--- src/rtl/mac_enc.sv ---
// mac_enc: rebuilds egress frames from header and body FIFOs into one of four PHY TX FIFOs
module mac_enc #(
    parameter int PAYLOAD_MAX = 1500
) (
    input  logic         clk,
    input  logic         arst,
    input  logic [113:0] h_fifo_dout,
    input  logic         h_fifo_empty,
    output logic         h_fifo_rden,
    input  logic [7:0]   b_fifo_dout,
    input  logic         b_fifo_del,
    input  logic         b_fifo_empty,
    output logic         b_fifo_rden,
    output logic [7:0]   o_fifo_din,
    output logic         o_fifo_del,
    output logic [3:0]   o_fifo_wren,
    input  logic [3:0]   o_fifo_afull,
    output logic         frame_done,
    output logic         trunc_err
);
    typedef enum logic [2:0] {S_IDLE, S_HEADER, S_PAYLOAD, S_DRAIN, S_END} state_t;
    state_t       state;
    logic [10:0]  cnt;
    logic [111:0] hdr_reg;
    logic [1:0]   port_reg;
    logic         at_max;
    assign h_fifo_rden = state == S_IDLE && !h_fifo_empty && !o_fifo_afull[h_fifo_dout[1:0]];
    assign b_fifo_rden = (state == S_PAYLOAD || state == S_DRAIN) && !b_fifo_empty;
    assign at_max      = cnt + 11'd1 == 11'(PAYLOAD_MAX);
    always_ff @(posedge clk or posedge arst) begin
        if (arst) begin
            state       <= S_IDLE;
            cnt         <= '0;
            hdr_reg     <= '0;
            port_reg    <= '0;
            o_fifo_din  <= '0;
            o_fifo_del  <= 1'b0;
            o_fifo_wren <= '0;
            frame_done  <= 1'b0;
            trunc_err   <= 1'b0;
        end else begin
            o_fifo_wren <= '0;
            o_fifo_del  <= 1'b0;
            frame_done  <= 1'b0;
            trunc_err   <= 1'b0;
            case (state)
                S_IDLE: if (h_fifo_rden) begin
                    hdr_reg  <= h_fifo_dout[113:2];
                    port_reg <= h_fifo_dout[1:0];
                    cnt      <= '0;
                    state    <= S_HEADER;
                end
                S_HEADER: begin
                    o_fifo_din  <= hdr_reg[111:104];
                    hdr_reg     <= hdr_reg << 8;
                    o_fifo_wren <= 4'b0001 << port_reg;
                    cnt         <= cnt == 11'd13 ? 11'd0 : cnt + 11'd1;
                    state       <= cnt == 11'd13 ? S_PAYLOAD : S_HEADER;
                end
                S_PAYLOAD: if (b_fifo_rden) begin
                    o_fifo_din  <= b_fifo_dout;
                    o_fifo_wren <= 4'b0001 << port_reg;
                    o_fifo_del  <= b_fifo_del | at_max;
                    trunc_err   <= !b_fifo_del && at_max;
                    cnt         <= cnt + 11'd1;
                    state       <= b_fifo_del ? S_END : at_max ? S_DRAIN : S_PAYLOAD;
                end
                S_DRAIN: if (b_fifo_rden && b_fifo_del) state <= S_END;
                S_END: begin
                    frame_done <= 1'b1;
                    state      <= S_IDLE;
                end
                default: state <= S_IDLE;
            endcase
        end
    end
endmodule
--- config.mk ---
export PLATFORM = sky130hd
export DESIGN_NAME = mac_enc
export DESIGN_NICKNAME = d
export VERILOG_FILES = /design/src/rtl/mac_enc.sv
export SDC_FILE = /design/constraint.sdc
export NUM_CORES = 1
export LEC_CHECK = 0
export ABC_CLOCK_PERIOD_IN_PS = 4400
export BUFFER_PORTS_ARGS = -buffer_cell sky130_fd_sc_hd__buf_2
export CAP_MARGIN = 20
export CORE_ASPECT_RATIO = 1.2
export CORE_MARGIN = 3
export CORE_UTILIZATION = 45
export CTS_BUF_LIST = sky130_fd_sc_hd__clkbuf_4 sky130_fd_sc_hd__clkbuf_8
export DETAILED_ROUTE_END_ITERATION = 7
export GPL_TIMING_DRIVEN = 0
export HOLD_SLACK_MARGIN = 0.02
export PLACE_DENSITY = 0.78
export SLEW_MARGIN = 30
export SYNTH_ARGS = -nofsm -noshare
export SYNTH_HDL_FRONTEND = slang
export SYNTH_SLANG_ARGS = --single-unit
--- constraint.sdc ---
create_clock -name clk -period 4.4 [get_ports clk]
set_input_delay 0.88 -clock clk [delete_from_list [all_inputs] [get_ports clk]]
set_output_delay 0.88 -clock clk [all_outputs]
set_load 0.02 [all_outputs]
After elaboration in Yosys (flattened, before gate mapping). Index checks and enable logic that the tools add are counted.

Bits in registers: 143. Input port bits: 131. Output and inout bits: 17. Word-level logic and storage cells: 65.

$add $sub $neg: 1. Magnitude comparators: 1. Equal/unequal tests: 9. Shifts and indexed selects: 1. Multiplexer cells: 24. Bitwise logic cells: 1. Reduce and logical (&&, ||, !) cells: 19.

Operators by type and width (count): $pmux 112 s2 (1); $mux 112 (1); $mux 11 (3); $pmux 11 s3 (1); $pmux 8 s2 (1); $mux 3 (4); $pmux 3 s4 (1); $add 11x1->11 const B (1); $eq 11x11->1 const B (1); $eq 11x4->1 const B (1); $mux 8 (1); $pmux 4 s2 (1); $mux 1 (7); $eq 3x2->1 const B (2); $reduce_and 2->1 (3); $reduce_and 3->1 (2); $logic_and 1x1->1 (5); $logic_not 1->1 (4); $mux 4 (1); $ne 2x2->1 const B (2); $reduce_bool 2->1 (2); $shl 1x2->4 const A (1); $eq 3x1->1 const B (1); $eq 3x3->1 const B (1); other kinds (8) (8).

Logic depth before layout (Yosys ltp).
Depth in word-level cells: 6. Mapped depth: 9. Depth with buffers taken out: 7.

Least setup slack after synthesis. No wires, ideal clock.

Kind: input to output. Start: input port h_fifo_dout[0]. End: output port h_fifo_rden. Arrival time: 2.189 ns. Data required time: 3.520 ns. Setup slack: 1.331 ns. Cell stages on the path: 6. Buffers on the path: 2. Cells stage by stage: mux2_4 a2111oi_4 nand2_2 inv_2 buf_6 buf_2.

Longest elaborated chain between the ends: 4.

RTL lines: from (decl) (line 7) `input logic [113:0] h_fifo_dout,`; $bmux 1 s2 (line 27) `assign h_fifo_rden = state == S_IDLE && !h_fifo_empty && !o_fifo_afull[h_fifo_dout[1:0]];`; $mux 1 (not written as such) (line 27); $logic_not 1->1 (line 27); $logic_and 1x1->1 (line 27); to (decl) (line 9) `output logic h_fifo_rden,`.

Every way passes these cells. The select of a mux whose other input is x is not followed.

Worst setup path in the final report. Ends and elaborated chain as after synthesis.

==> run summary <==
• result of the run: finished, final reports clean
• register area share after synthesis: 0.524
• Data arrival, critical path: 2.74 ns
• num ports: 148
• final period demand of the worst path: 3.62 ns
• Placed Instance Area: 7920 sq um
• Routed wire per std cell: 16.0 um
• die span in y: 141 um
• post-layout net count: 982
• Reg clk slew, reported paths: 0.08 ns
• leak pwr: 3.81 nW
• IR Drop Worst-Case VDD: 0.265 mV
• final routed DRC violation total: 0
• DIE AREA: 16700 sq um
• total gr overflow: 0
• clock insertion delay at the later pin of the skew report: 0.46 ns
• core utilization of the finished layout: 0.573
• count of filler cells inserted in the layout: 1278
• path depth of the worst reg2reg path: 8
• Worst Path Required: 3.52 ns
• startpoint of the worst-slack reg-to-reg timing path: state[1]$_DFFE_PP0P_
• hold crit path type: in2async
• area grow syn2layout: 22.6%
• transition time at the pin with the least slew margin: 0.697 ns
• area of the core: 14600 sq um
• number of hold violations in the final report: 0
• number of nets produced by synthesis: 811
• Post-CTS Setup Repair Bufs: 0
• post-route cell area: 8370 sq um
• IO Port Bufs: 147
• Vias/cell: 5.23
• final antenna diode count: 0
• setup slack on the worst flop-to-flop path: 1.80 ns
• FMAX: 0.276 GHz
• CP Max Fanout: 10
• Max Slew Vio Count: 0
• pin count of the biggest net entering global routing: 30
• CP Launch Type: input pin
• number of flip-flops under the largest register name: 112
• final total power: 0.00474 W
• standard-cell rows: 48
• total detailed-routing wirelength: 17000 um
• total negative slack: 0 ns
• vias after detailed routing: 5544
• number of H-tree levels: 4
• #FFs+latches synth: 143
• total clock buffers created by CTS: 17
• global-route wire length before repair: 28300 um
• Post-synth ARST share: 1.00
• global router's overall resource usage: 0.211
• initial cell density of the core: 0.468
• clock sink total: 143
• number of detailed-routing iterations run before antenna repair: 5
• power per standard cell area: 566 nW/um^2
• warning count from the yosys run: 0
• kind of end point of the critical path: primary output
• total standard cell area after synthesis: 6820 sq um
• number of library cell types mapped by synthesis: 47
• number of flops mapped to enable cells by yosys: 0
• clock tree from TritonCTS: done
• number of instances in the synthesized netlist: 677
• CTS resizes: 0
• drt initial violations: 436
• Die W: 118 um
• Clock Tree Buf Depth: 2
• ratio of cells with drive above 1 in the final layout: 0.244
• predominant post-synthesis flop cell: sky130_fd_sc_hd__dfrtp_1
• portion of the clock cycle consumed by the worst path in the final layout: 0.823
• worst slew margin relative to its limit: 0.536
• Avg Cell Area, Syn: 10.1 sq um
• number of antenna violations at the first check in global routing: 2
• clock root buffer master: sky130_fd_sc_hd__clkbuf_8
• HPWL reported at the end of detailed placement: 12600 um
• weighted congestion at the end of routability-driven global placement: 0.896
• Crit Path Category: in2out
• max cap viols: 0
• clock skew: 0.0119 ns
• via count of the first global-routing pass: 5685
• end of the worst register-to-register path: hdr_reg[32]$_DFFE_PP0P_
• number of buffers inserted for hold repair after clock tree synthesis: 0
• Final setup violation count: 0
• Antenna Nets Post-Route: 0
• setup repair after global routing missed its margin: false
[cells in the mapped netlist, drive strengths merged (2+ instances only)]
| library cell | n | share of area |
|---|---|---|
| a21boi | 3 | 0.0033 |
| a21oi | 19 | 0.014 |
| a31o | 2 | 0.0026 |
| a31oi | 7 | 0.0064 |
| and2 | 2 | 0.0018 |
| and3 | 2 | 0.0018 |
| and3b | 2 | 0.0026 |
| buf | 16 | 0.018 |
| clkbuf | 32 | 0.018 |
| dfrtp | 143 | 0.52 |
| ha | 3 | 0.0055 |
| inv | 5 | 0.0027 |
| mux2i | 115 | 0.17 |
| nand2 | 146 | 0.081 |
| nand2b | 6 | 0.0055 |
| nand3 | 7 | 0.0051 |
| nand4 | 2 | 0.0018 |
| nor2 | 8 | 0.0044 |
| nor2b | 2 | 0.0018 |
| nor3 | 5 | 0.0037 |
| nor3b | 3 | 0.0033 |
| nor4 | 3 | 0.0028 |
| o21ai | 118 | 0.087 |
| o22ai | 2 | 0.0018 |
| o31ai | 5 | 0.0055 |
| or2 | 2 | 0.0018 |
| or3b | 2 | 0.0026 |
| xor2 | 2 | 0.0026 |
[worst max-delay path by stage]
stage,startpoint,to,slack [ns],depth (start not counted)
3_5_place_dp,h_fifo_dout[0],h_fifo_rden,0.77,8
4_1_cts,h_fifo_dout[0],h_fifo_rden,0.76,8
3_3_place_gp,h_fifo_dout[0],h_fifo_rden,0.78,8
2_1_floorplan,h_fifo_dout[0],h_fifo_rden,1.33,6
6_report,h_fifo_dout[0],h_fifo_rden,0.78,8
5_1_grt,h_fifo_dout[0],h_fifo_rden,0.68,8
[layout by cell type, fill, tap and decap left out, types with 3 or more instances in the layout]
master	count
sky130_fd_sc_hd__inv_6	3
sky130_fd_sc_hd__buf_4	5
sky130_fd_sc_hd__a31oi_1	7
sky130_fd_sc_hd__buf_6	5
sky130_fd_sc_hd__inv_1	3
sky130_fd_sc_hd__clkinvlp_4	4
sky130_fd_sc_hd__o21ai_1	40
sky130_fd_sc_hd__nor3b_1	3
sky130_fd_sc_hd__nor2_1	8
sky130_fd_sc_hd__nand2_1	145
sky130_fd_sc_hd__nand3_1	7
sky130_fd_sc_hd__dfrtp_1	143
sky130_fd_sc_hd__o21ai_0	78
sky130_fd_sc_hd__buf_12	4
sky130_fd_sc_hd__o31ai_1	5
sky130_fd_sc_hd__bufinv_16	4
sky130_fd_sc_hd__nand2b_1	6
sky130_fd_sc_hd__mux2i_1	115
sky130_fd_sc_hd__nor4_1	3
sky130_fd_sc_hd__clkbuf_1	32
sky130_fd_sc_hd__clkinv_2	3
sky130_fd_sc_hd__a21oi_1	19
sky130_fd_sc_hd__a21boi_0	3
sky130_fd_sc_hd__ha_1	3
sky130_fd_sc_hd__buf_2	153
sky130_fd_sc_hd__clkbuf_8	19
sky130_fd_sc_hd__nor3_1	5
[metrics by stage]
stage          hold WS, ns  cells  worst slack (ns)
2_1_floorplan        0.449    677              1.33
3_3_place_gp         0.457   1024             0.780
3_5_place_dp         0.465   1029             0.768
4_1_cts              0.393   1061             0.755
5_1_grt              0.406   1061             0.683
6_report             0.411   1061             0.777
[kinds of logic (layout without fill, tap and decap cells)]
kind of cell / Yosys count / count (layout) / synth area share
adders and majority gates: 3 / 3 / 0.00550
xor gates and xnor gates: 2 / 2 / 0.00257
AOI/OAI and AO/OA: 165 / 165 / 0.134
buffers and inverters: 53 / 237 / 0.0385
DFF: 143 / 143 / 0.524
muxes: 116 / 116 / 0.171
and+or+nand+nor: 195 / 195 / 0.124
[layer usage]
metal  track usage  part of all wire  vias to the layer above
met4        0.0677             0.018                        4
met1         0.262              0.42                     2654
met2         0.358              0.50                      152
met5             0            0.0015                        -
li1              -                 -                     2703
met3        0.0582             0.055                       31
[critical path: stages]
cell and delay, ns:
sky130_fd_sc_hd__buf_2 0.14, sky130_fd_sc_hd__mux2_4 0.32, sky130_fd_sc_hd__a2111oi_4 0.44, sky130_fd_sc_hd__nand2_2 0.13
sky130_fd_sc_hd__inv_2 0.16, sky130_fd_sc_hd__buf_6 0.21, sky130_fd_sc_hd__buf_2 0.26, sky130_fd_sc_hd__buf_2 0.20
[layout make-up]
class / instances / area [sq um] / area share
clock inverter: 13 / 184 / 0.0220
timing repair buffer: 152 / 843 / 0.101
sequential: 143 / 3580 / 0.428
multi-input combinational: 481 / 2980 / 0.356
tap: 200 / 250 / 0.0299
clock buffer: 19 / 262 / 0.0313
inverter: 5 / 22.5 / 0.00269
buffer: 48 / 244 / 0.0292
[where the power goes]
| group | total (W) | switching, W | leakage [nW] | internal [W] |
|---|---|---|---|---|
| Clock | 0.00118 | 0.000526 | 0.219 | 0.000650 |
| Sequential | 0.00192 | 0.000225 | 1.93 | 0.00169 |
| Combinational | 0.00165 | 0.00104 | 1.66 | 0.000602 |
Note: power is estimated with default switching activity, not from simulation.
